`src/rtl/alu_pin_pkg.sv`:
```
// Shared definitions for the pin-level ALU command interface: opcodes,
// field widths, driver FSM states and the pin pack/unpack helpers.
package alu_pin_pkg;

  localparam logic [3:0] OP_ADD = 4'd0;
  localparam logic [3:0] OP_SUB = 4'd1;

  localparam int OP_W  = 4;
  localparam int VAL_W = 6;
  localparam int RES_W = 8;

  typedef enum logic [1:0] {
    IDLE   = 2'd0,
    SETTLE = 2'd1,
    RESP   = 2'd2
  } state_t;

  typedef struct packed {
    logic [OP_W-1:0]  op;
    logic [VAL_W-1:0] a;
    logic [VAL_W-1:0] b;
  } alu_cmd_t;

  // ui carries all of A plus the top two bits of B
  function automatic logic [7:0] pack_ui(input logic [VAL_W-1:0] a,
                                         input logic [VAL_W-1:0] b);
    return {b[5:4], a};
  endfunction

  // uio carries the opcode plus the low nibble of B
  function automatic logic [7:0] pack_uio(input logic [OP_W-1:0]  op,
                                          input logic [VAL_W-1:0] b);
    return {op, b[3:0]};
  endfunction

  // Recover the command fields from the two pin buses
  function automatic alu_cmd_t unpack_pins(input logic [7:0] ui,
                                           input logic [7:0] uio);
    alu_cmd_t c;
    c.op = uio[7:4];
    c.a  = ui[5:0];
    c.b  = {ui[7:6], uio[3:0]};
    return c;
  endfunction

endpackage

```
`src/rtl/alu_ref_model.sv`:
```
// Combinational reference for the ALU macro: ADD/SUB on zero-extended
// 6-bit operands, modulo 256. Other opcodes yield 0 (not checked).
module alu_ref_model
  import alu_pin_pkg::*;
(
  input  logic [OP_W-1:0]  i_op,
  input  logic [VAL_W-1:0] i_a,
  input  logic [VAL_W-1:0] i_b,
  output logic [RES_W-1:0] o_expected
);

  logic [RES_W-1:0] w_a;
  logic [RES_W-1:0] w_b;

  assign w_a = {{(RES_W-VAL_W){1'b0}}, i_a};
  assign w_b = {{(RES_W-VAL_W){1'b0}}, i_b};

  // Select expected result by opcode
  always_comb begin
    o_expected = '0;
    case (i_op)
      OP_ADD:  o_expected = w_a + w_b;
      OP_SUB:  o_expected = w_a - w_b;
      default: o_expected = '0;
    endcase
  end

endmodule

```
`src/rtl/alu_cmd_driver.sv`:
```
// Initiator for the pin-level ALU: packs a request onto the ALU input
// pins, waits SETTLE_CYCLES, captures alu_uo and offers it as a response.
// Optional result checking is enabled with the ALU_CMD_CHECK_EN macro.
module alu_cmd_driver
  import alu_pin_pkg::*;
#(
  parameter int SETTLE_CYCLES = 2
) (
  input  logic             clk,
  input  logic             rst,
  input  logic             req_valid,
  output logic             req_ready,
  input  logic [OP_W-1:0]  req_op,
  input  logic [VAL_W-1:0] req_a,
  input  logic [VAL_W-1:0] req_b,
  output logic             rsp_valid,
  input  logic             rsp_ready,
  output logic [RES_W-1:0] rsp_data,
  output logic             rsp_mismatch,
  output logic [7:0]       alu_ui,
  output logic [7:0]       alu_uio,
  input  logic [7:0]       alu_uo
);

  localparam int CNT_W = (SETTLE_CYCLES > 1) ? $clog2(SETTLE_CYCLES) : 1;

  state_t           r_state;
  state_t           w_state_nxt;
  logic [CNT_W-1:0] r_cnt;
  logic [7:0]       r_ui;
  logic [7:0]       r_uio;
  logic             r_rsp_valid;
  logic [RES_W-1:0] r_rsp_data;
  logic             w_accept;
  logic             w_capture;
  logic             w_retire;

  assign w_accept  = (r_state == IDLE)   && req_valid;
  assign w_capture = (r_state == SETTLE) && (r_cnt == '0);
  assign w_retire  = (r_state == RESP)   && rsp_ready;

  // State register
  always_ff @(posedge clk or posedge rst) begin
    if (rst) r_state <= IDLE;
    else     r_state <= w_state_nxt;
  end

  // Next-state logic
  always_comb begin
    w_state_nxt = r_state;
    case (r_state)
      IDLE:    if (req_valid)      w_state_nxt = SETTLE;
      SETTLE:  if (r_cnt == '0)    w_state_nxt = RESP;
      RESP:    if (rsp_ready)      w_state_nxt = IDLE;
      default:                     w_state_nxt = IDLE;
    endcase
  end

  // Pin drive, settle countdown and response capture
  always_ff @(posedge clk or posedge rst) begin
    if (rst) begin
      r_ui        <= '0;
      r_uio       <= '0;
      r_cnt       <= '0;
      r_rsp_valid <= 1'b0;
      r_rsp_data  <= '0;
    end else begin
      if (w_accept) begin
        r_ui  <= pack_ui(req_a, req_b);
        r_uio <= pack_uio(req_op, req_b);
        r_cnt <= CNT_W'(SETTLE_CYCLES - 1);
      end else if ((r_state == SETTLE) && (r_cnt != '0)) begin
        r_cnt <= r_cnt - 1'b1;
      end
      if (w_capture) begin
        r_rsp_data  <= alu_uo;
        r_rsp_valid <= 1'b1;
      end else if (w_retire) begin
        r_rsp_valid <= 1'b0;
      end
    end
  end

`ifdef ALU_CMD_CHECK_EN
  alu_cmd_t         w_cmd;
  logic [RES_W-1:0] w_expected;
  logic             r_mismatch;

  // Latched command is recovered from the registered pins
  assign w_cmd = unpack_pins(r_ui, r_uio);

  alu_ref_model u_ref (
    .i_op       (w_cmd.op),
    .i_a        (w_cmd.a),
    .i_b        (w_cmd.b),
    .o_expected (w_expected)
  );

  // Compare captured result against the model; only ADD/SUB are judged
  always_ff @(posedge clk or posedge rst) begin
    if (rst) begin
      r_mismatch <= 1'b0;
    end else if (w_capture) begin
      r_mismatch <= ((w_cmd.op == OP_ADD) || (w_cmd.op == OP_SUB)) ?
                    (alu_uo != w_expected) : 1'b0;
    end else if (w_retire) begin
      r_mismatch <= 1'b0;
    end
  end

  assign rsp_mismatch = r_mismatch;
`else
  assign rsp_mismatch = 1'b0;
`endif

  assign req_ready = (r_state == IDLE);
  assign rsp_valid = r_rsp_valid;
  assign rsp_data  = r_rsp_data;
  assign alu_ui    = r_ui;
  assign alu_uio   = r_uio;

endmodule
```
`config.mk`:
```
export PLATFORM = sky130hd
export DESIGN_NAME = alu_cmd_driver
export DESIGN_NICKNAME = d
export VERILOG_FILES = /design/src/rtl/alu_pin_pkg.sv /design/src/rtl/alu_ref_model.sv /design/src/rtl/alu_cmd_driver.sv
export SDC_FILE = /design/constraint.sdc
export NUM_CORES = 1
export LEC_CHECK = 0
export ABC_AREA = 1
export CELL_PAD_IN_SITES_DETAIL_PLACEMENT = 1
export CELL_PAD_IN_SITES_GLOBAL_PLACEMENT = 1
export CORE_AREA = 5 5 87 65
export CTS_BUF_LIST = sky130_fd_sc_hd__clkbuf_4 sky130_fd_sc_hd__clkbuf_8 sky130_fd_sc_hd__clkbuf_16
export DETAILED_ROUTE_END_ITERATION = 16
export DIE_AREA = 0 0 92 70
export PLACE_DENSITY = 0.82
export SETUP_SLACK_MARGIN = 0.2
export SLEW_MARGIN = 20
export SYNTH_ARGS = -nofsm -noshare
export SYNTH_HDL_FRONTEND = slang
export SYNTH_SLANG_ARGS = --single-unit
```
`constraint.sdc`:
```
create_clock -name clk -period 1.1 [get_ports clk]
set_input_delay 0.22 -clock clk [delete_from_list [all_inputs] [get_ports clk]]
set_output_delay 0.22 -clock clk [all_outputs]
set_load 0.05 [all_outputs]
```
# After elaboration in Yosys (flattened, before gate mapping)
# Index checks and enable logic that the tools add are counted.
# word_totals
register_bits,28
latchBits,0
ramBits,0
rom_bits,0
in_bits,28
output_inout_bits,27
wordCells,29
n_memories,0
# classes
n_addsub,1
mul,0
div_mod_pow,0
n_lt_le_gt_ge,0
n_eq_ne,5
n_shift,0
n_mux,8
bitwise,1
n_reduce_logical,8
# op_table
operator,count
$mux 2,3
$ne 2x2->1 const B,3
$pmux 2 s3,1
$logic_and 1x1->1,4
$mux 1,4
$reduce_bool 2->1,2
$reduce_and 3->1,1
$eq 2x1->1 const B,1
$eq 2x2->1 const B,1
$logic_not 2->1,1
$not 1->1,1
$sub 1x1->1 const B,1

# Longest topological paths before layout
# logic_depth
ltp_word,4
depth_mapped,5
ltp_nobuf,4

# Least setup slack after synthesis
# Ideal clock, no wire load.
# synth_path
path_type,reg2reg
from,register r_state[1]
to,"register r_ui[0], in the netlist alu_ui[0]"
setup_ps,66
arrival_time_ps,1064
path_slack_ps,-29
path_stages_with_launch,5
path_cell_list,dfrtp_1 > nor2_4 > buf_4 > nand3_1 > nand2_1
# synth_between
elab_chain_cells,2
# synth_rtl
element,line_no,text
start: declaration,alu_cmd_driver.sv:27,state_t r_state;
start signal: assignment,alu_cmd_driver.sv:45,else r_state <= w_state_nxt;
$logic_not 2->1,--,
named net req_ready,alu_cmd_driver.sv:12,"output logic req_ready,"
$logic_and 1x1->1,alu_cmd_driver.sv:38,assign w_accept = (r_state == IDLE) && req_valid;
end signal: assignment,alu_cmd_driver.sv:69,"r_ui <= pack_ui(req_a, req_b);"
end: declaration,alu_cmd_driver.sv:30,logic [7:0] r_ui;
# The timed path passes the listed nets, and every way through them passes these cells.
# A chain may end at the register's enable or synchronous reset.

# Worst setup path in the final report
# layout_path
from,register r_state[1]
to,output port req_ready
# layout_between
elab_chain_cells,1
# layout_rtl
element,line_no,text
$logic_not 2->1,alu_cmd_driver.sv:116,assign req_ready = (r_state == IDLE);
end: declaration,alu_cmd_driver.sv:12,
# No other way between the ends.

==> impl_results.md <==
- Final period util: 1.11
- Cell taking the most area after synthesis: dfrtp_1
- First-pass GRT wire length: between 5000 and 6000 µm
- Initial antenna violation count: 0
- Clock slew at reported path FFs: roughly 0.090 ns
- Core ar.: 4680 µm²
- Die Y: 70 µm
- Final WL: 3600 µm
- Critical Path RT: about 0.88 ns
- Largest net degree at the start of global routing: 29
- DR iter-0 viols: 48
- Root buf cell: clkbuf_8
- Mean Syn Cell Area: between 9 and 10 µm²
- Final Hold Violating Endpoints: 0
- DP HPWL: around 2600 µm
- Metal2 WL: between 1500 and 2000 µm
- Initial core utilization: 0.244
- Gate power share: 0.678
- PD cells: roughly 3600 nW/µm²
- TritonCTS buffer count: 3
- Vias: around 1100
- Most common cell in the netlist: nand2_1
- Total Routing Usage GR: 0.116
- DRC viols: 0
- RePlAce Congestion: a little under 0.7
- Main synth FF type: dfrtp_1
- CP max FO: 2
- Clock latency on the worst-skew pair: 0.28 ns
- Crit end category: output pin
- CTS HTree Levels: 1
- Pre-CTS setup slack: -0.176 ns
- Rows: 21
- DRT Pass-1 Iters: 4
- Min Hold Slack: 0.278 ns
- CP Launch Type: register
- Synth top area share: 0.614
- Cts-stage hold buffer count: 0
- Post-Route Setup TNS: -0.228 ns
- Max Cap Viol: 0
- EDFF count, synth: 0
- Final cell count without fillers: ~260
- Switching Fraction: 0.445
- Status: complete, but fails checks
- Die Wd: slightly above 90 µm
- Final worst setup slack: -0.120 ns
- Tmin final: roughly 1.2 ns
- Post-Syn Instances: around 120
- Num ports: 55
- Netlist cell types: 16
- Maximum clock rate: 820 MHz
- DR WL/cell: 13.8 µm
- Tightest Hold Check Type: in -> async
- Routed met3 length: between 200 and 250 µm
- Antenna diodes: 0
- Cell area after synthesis: about 1100 µm²
- Number of global-route vias before repair: about 1100
- Clock Sinks: 28
- Sequential power share: 0.246
- Synth top area cells: dfrtp_1 (61%), nand2_1 (17%), nand3_1 (7.5%), nand4_1 (4.4%), buf_2 (1.3%)
- Die area: between 6000 and 7000 µm²
- Arr. time, crit path: 1.00 ns
- #FFs+latches synth: 28
- Clock Power Share: 0.077
- Met1 wire length: between 1500 and 2000 µm
- DRT antenna net count: 0
- Commonest cells post-synth: nand2_1 (53), dfrtp_1 (28), nand3_1 (17), nand4_1 (8), buf_2 (3)
- Final #Nets: between 200 and 250
- Cell leakage power: between 1 and 1.5 nW
- Pwr Total: roughly 8.3 mW
- CTS max path bufs: 2
- Kind of critical path: reg -> out
- Port Buffers: 53
- Grt total ovfl: 0
- Failing checks: setup timing
- Unrepaired setup endpoints after global routing: yes
- Area Overhead vs Synth: 105%
- Top sig layer: met4
- Max IR drop VDD: roughly 1300 µV
- Internal power: around 4.6 mW
- Synth Net Count: roughly 150
- Synth async-reset ratio: 1.00
- Final setup vio count: 14
- Synth warn: 0
- Clock Skews: 0.00354 ns
- TritonCTS clock tree: yes
- P_sw: ~3.7 mW
- Share of cells above drive strength 1: 0.368
- Placed cell count: ~230
- Via density per instance: 4.34
- Fin. max-slew vios: 0
- Sequential share of the synthesized area: 0.614
-- metal layers --
layer | track usage | vias to the layer above
met4 | 0.0346 | 0
met5 | 0 | -
li1 | - | 564
met2 | 0.189 | 31
met3 | 0.0429 | 6
met1 | 0.144 | 533
-- power groups by stage --
stage | Sequential, mW | Combinational, mW | Clock, mW
finish | 2.05 | 5.66 | 0.639
CTS | 2.05 | 5.41 | 0.672
global placement | 2.07 | 4.82 | 0
global route | 2.11 | 5.97 | 0.710
detailed placement | 2.09 | 4.89 | 0
floorplan | 3.34 | 1.02 | 0
-- through the flow --
step | util | instance area, µm²
2_1_floorplan | - | 1160
5_1_grt | 0.501 | 2340
3_5_place_dp | 0.438 | 2050
4_1_cts | 0.482 | 2260
6_report | 0.501 | 2340
3_3_place_gp | 0.438 | 2050
-- flip-flops by register name (all words and copies together) (netlist names) --
signal     flops
rsp_data       8
alu_uio        8
rsp_valid      1
r_cnt          1
alu_ui         8
r_state        2
-- repair_timing --
item                                   CTS  global route
gates resized for setup                 10            11
setup endpoints to repair               54            54
pin swaps                                8             1
endpoints found under the hold margin    0             0
gates cloned                             1             0
buffers inserted                        14             8
-- final timing paths --
check                           start     endpoint  slack (ns)  cells past startpoint
min in group clk             req_b[3]   alu_uio[3]        0.49                      3
setup reg to reg           r_state[1]    alu_ui[2]       -0.03                      5
max in group asynchronous         rst  rsp_data[3]        0.65                      3
hold / removal                    rst  rsp_data[2]        0.28                      3
setup / recovery           r_state[1]    req_ready       -0.12                      2
hold reg to reg                 r_cnt   r_state[0]        0.52                      2
-- worst max-delay path: stages (launching register included) --
cell	delay, ns
dfrtp_1	0.42
nor2_4	0.16
buf_12	0.15
-- layout by cell type (no fill, tap or decap) --
master,n
o21ai_2,1
buf_12,28
buf_6,3
dfrtp_2,1
inv_2,1
nand2_8,1
nand2_2,7
nor2_1,1
conb_1,1
buf_4,23
o21ai_0,1
buf_8,1
nor2_4,1
nand3_1,17
inv_8,1
clkinv_2,1
nand4_1,8
inv_1,1
clkbuf_8,4
nand3_4,2
nand2_1,46
clkdlybuf4s50_1,27
dfrtp_1,27
-- cells by family after synthesis --
| family | count (synthesis) | share of synthesized area |
|---|---|---|
| compound gates | 2 | 0.00877 |
| buf+inv | 10 | 0.0493 |
| other cells | 1 | 0.00329 |
| flops | 28 | 0.614 |
| simple gates | 82 | 0.325 |
-- cell type report --
| type | count | area (µm²) |
|---|---|---|
| inverters | 4 | 23.8 |
| flip-flops and latches | 28 | 702 |
| well taps | 57 | 71.3 |
| multi-input cells | 86 | 439 |
| fillers | 524 | 2330 |
| repair buffers | 82 | 1050 |
| clock buffers | 4 | 55.1 |
(Power assumes the default switching activity.)
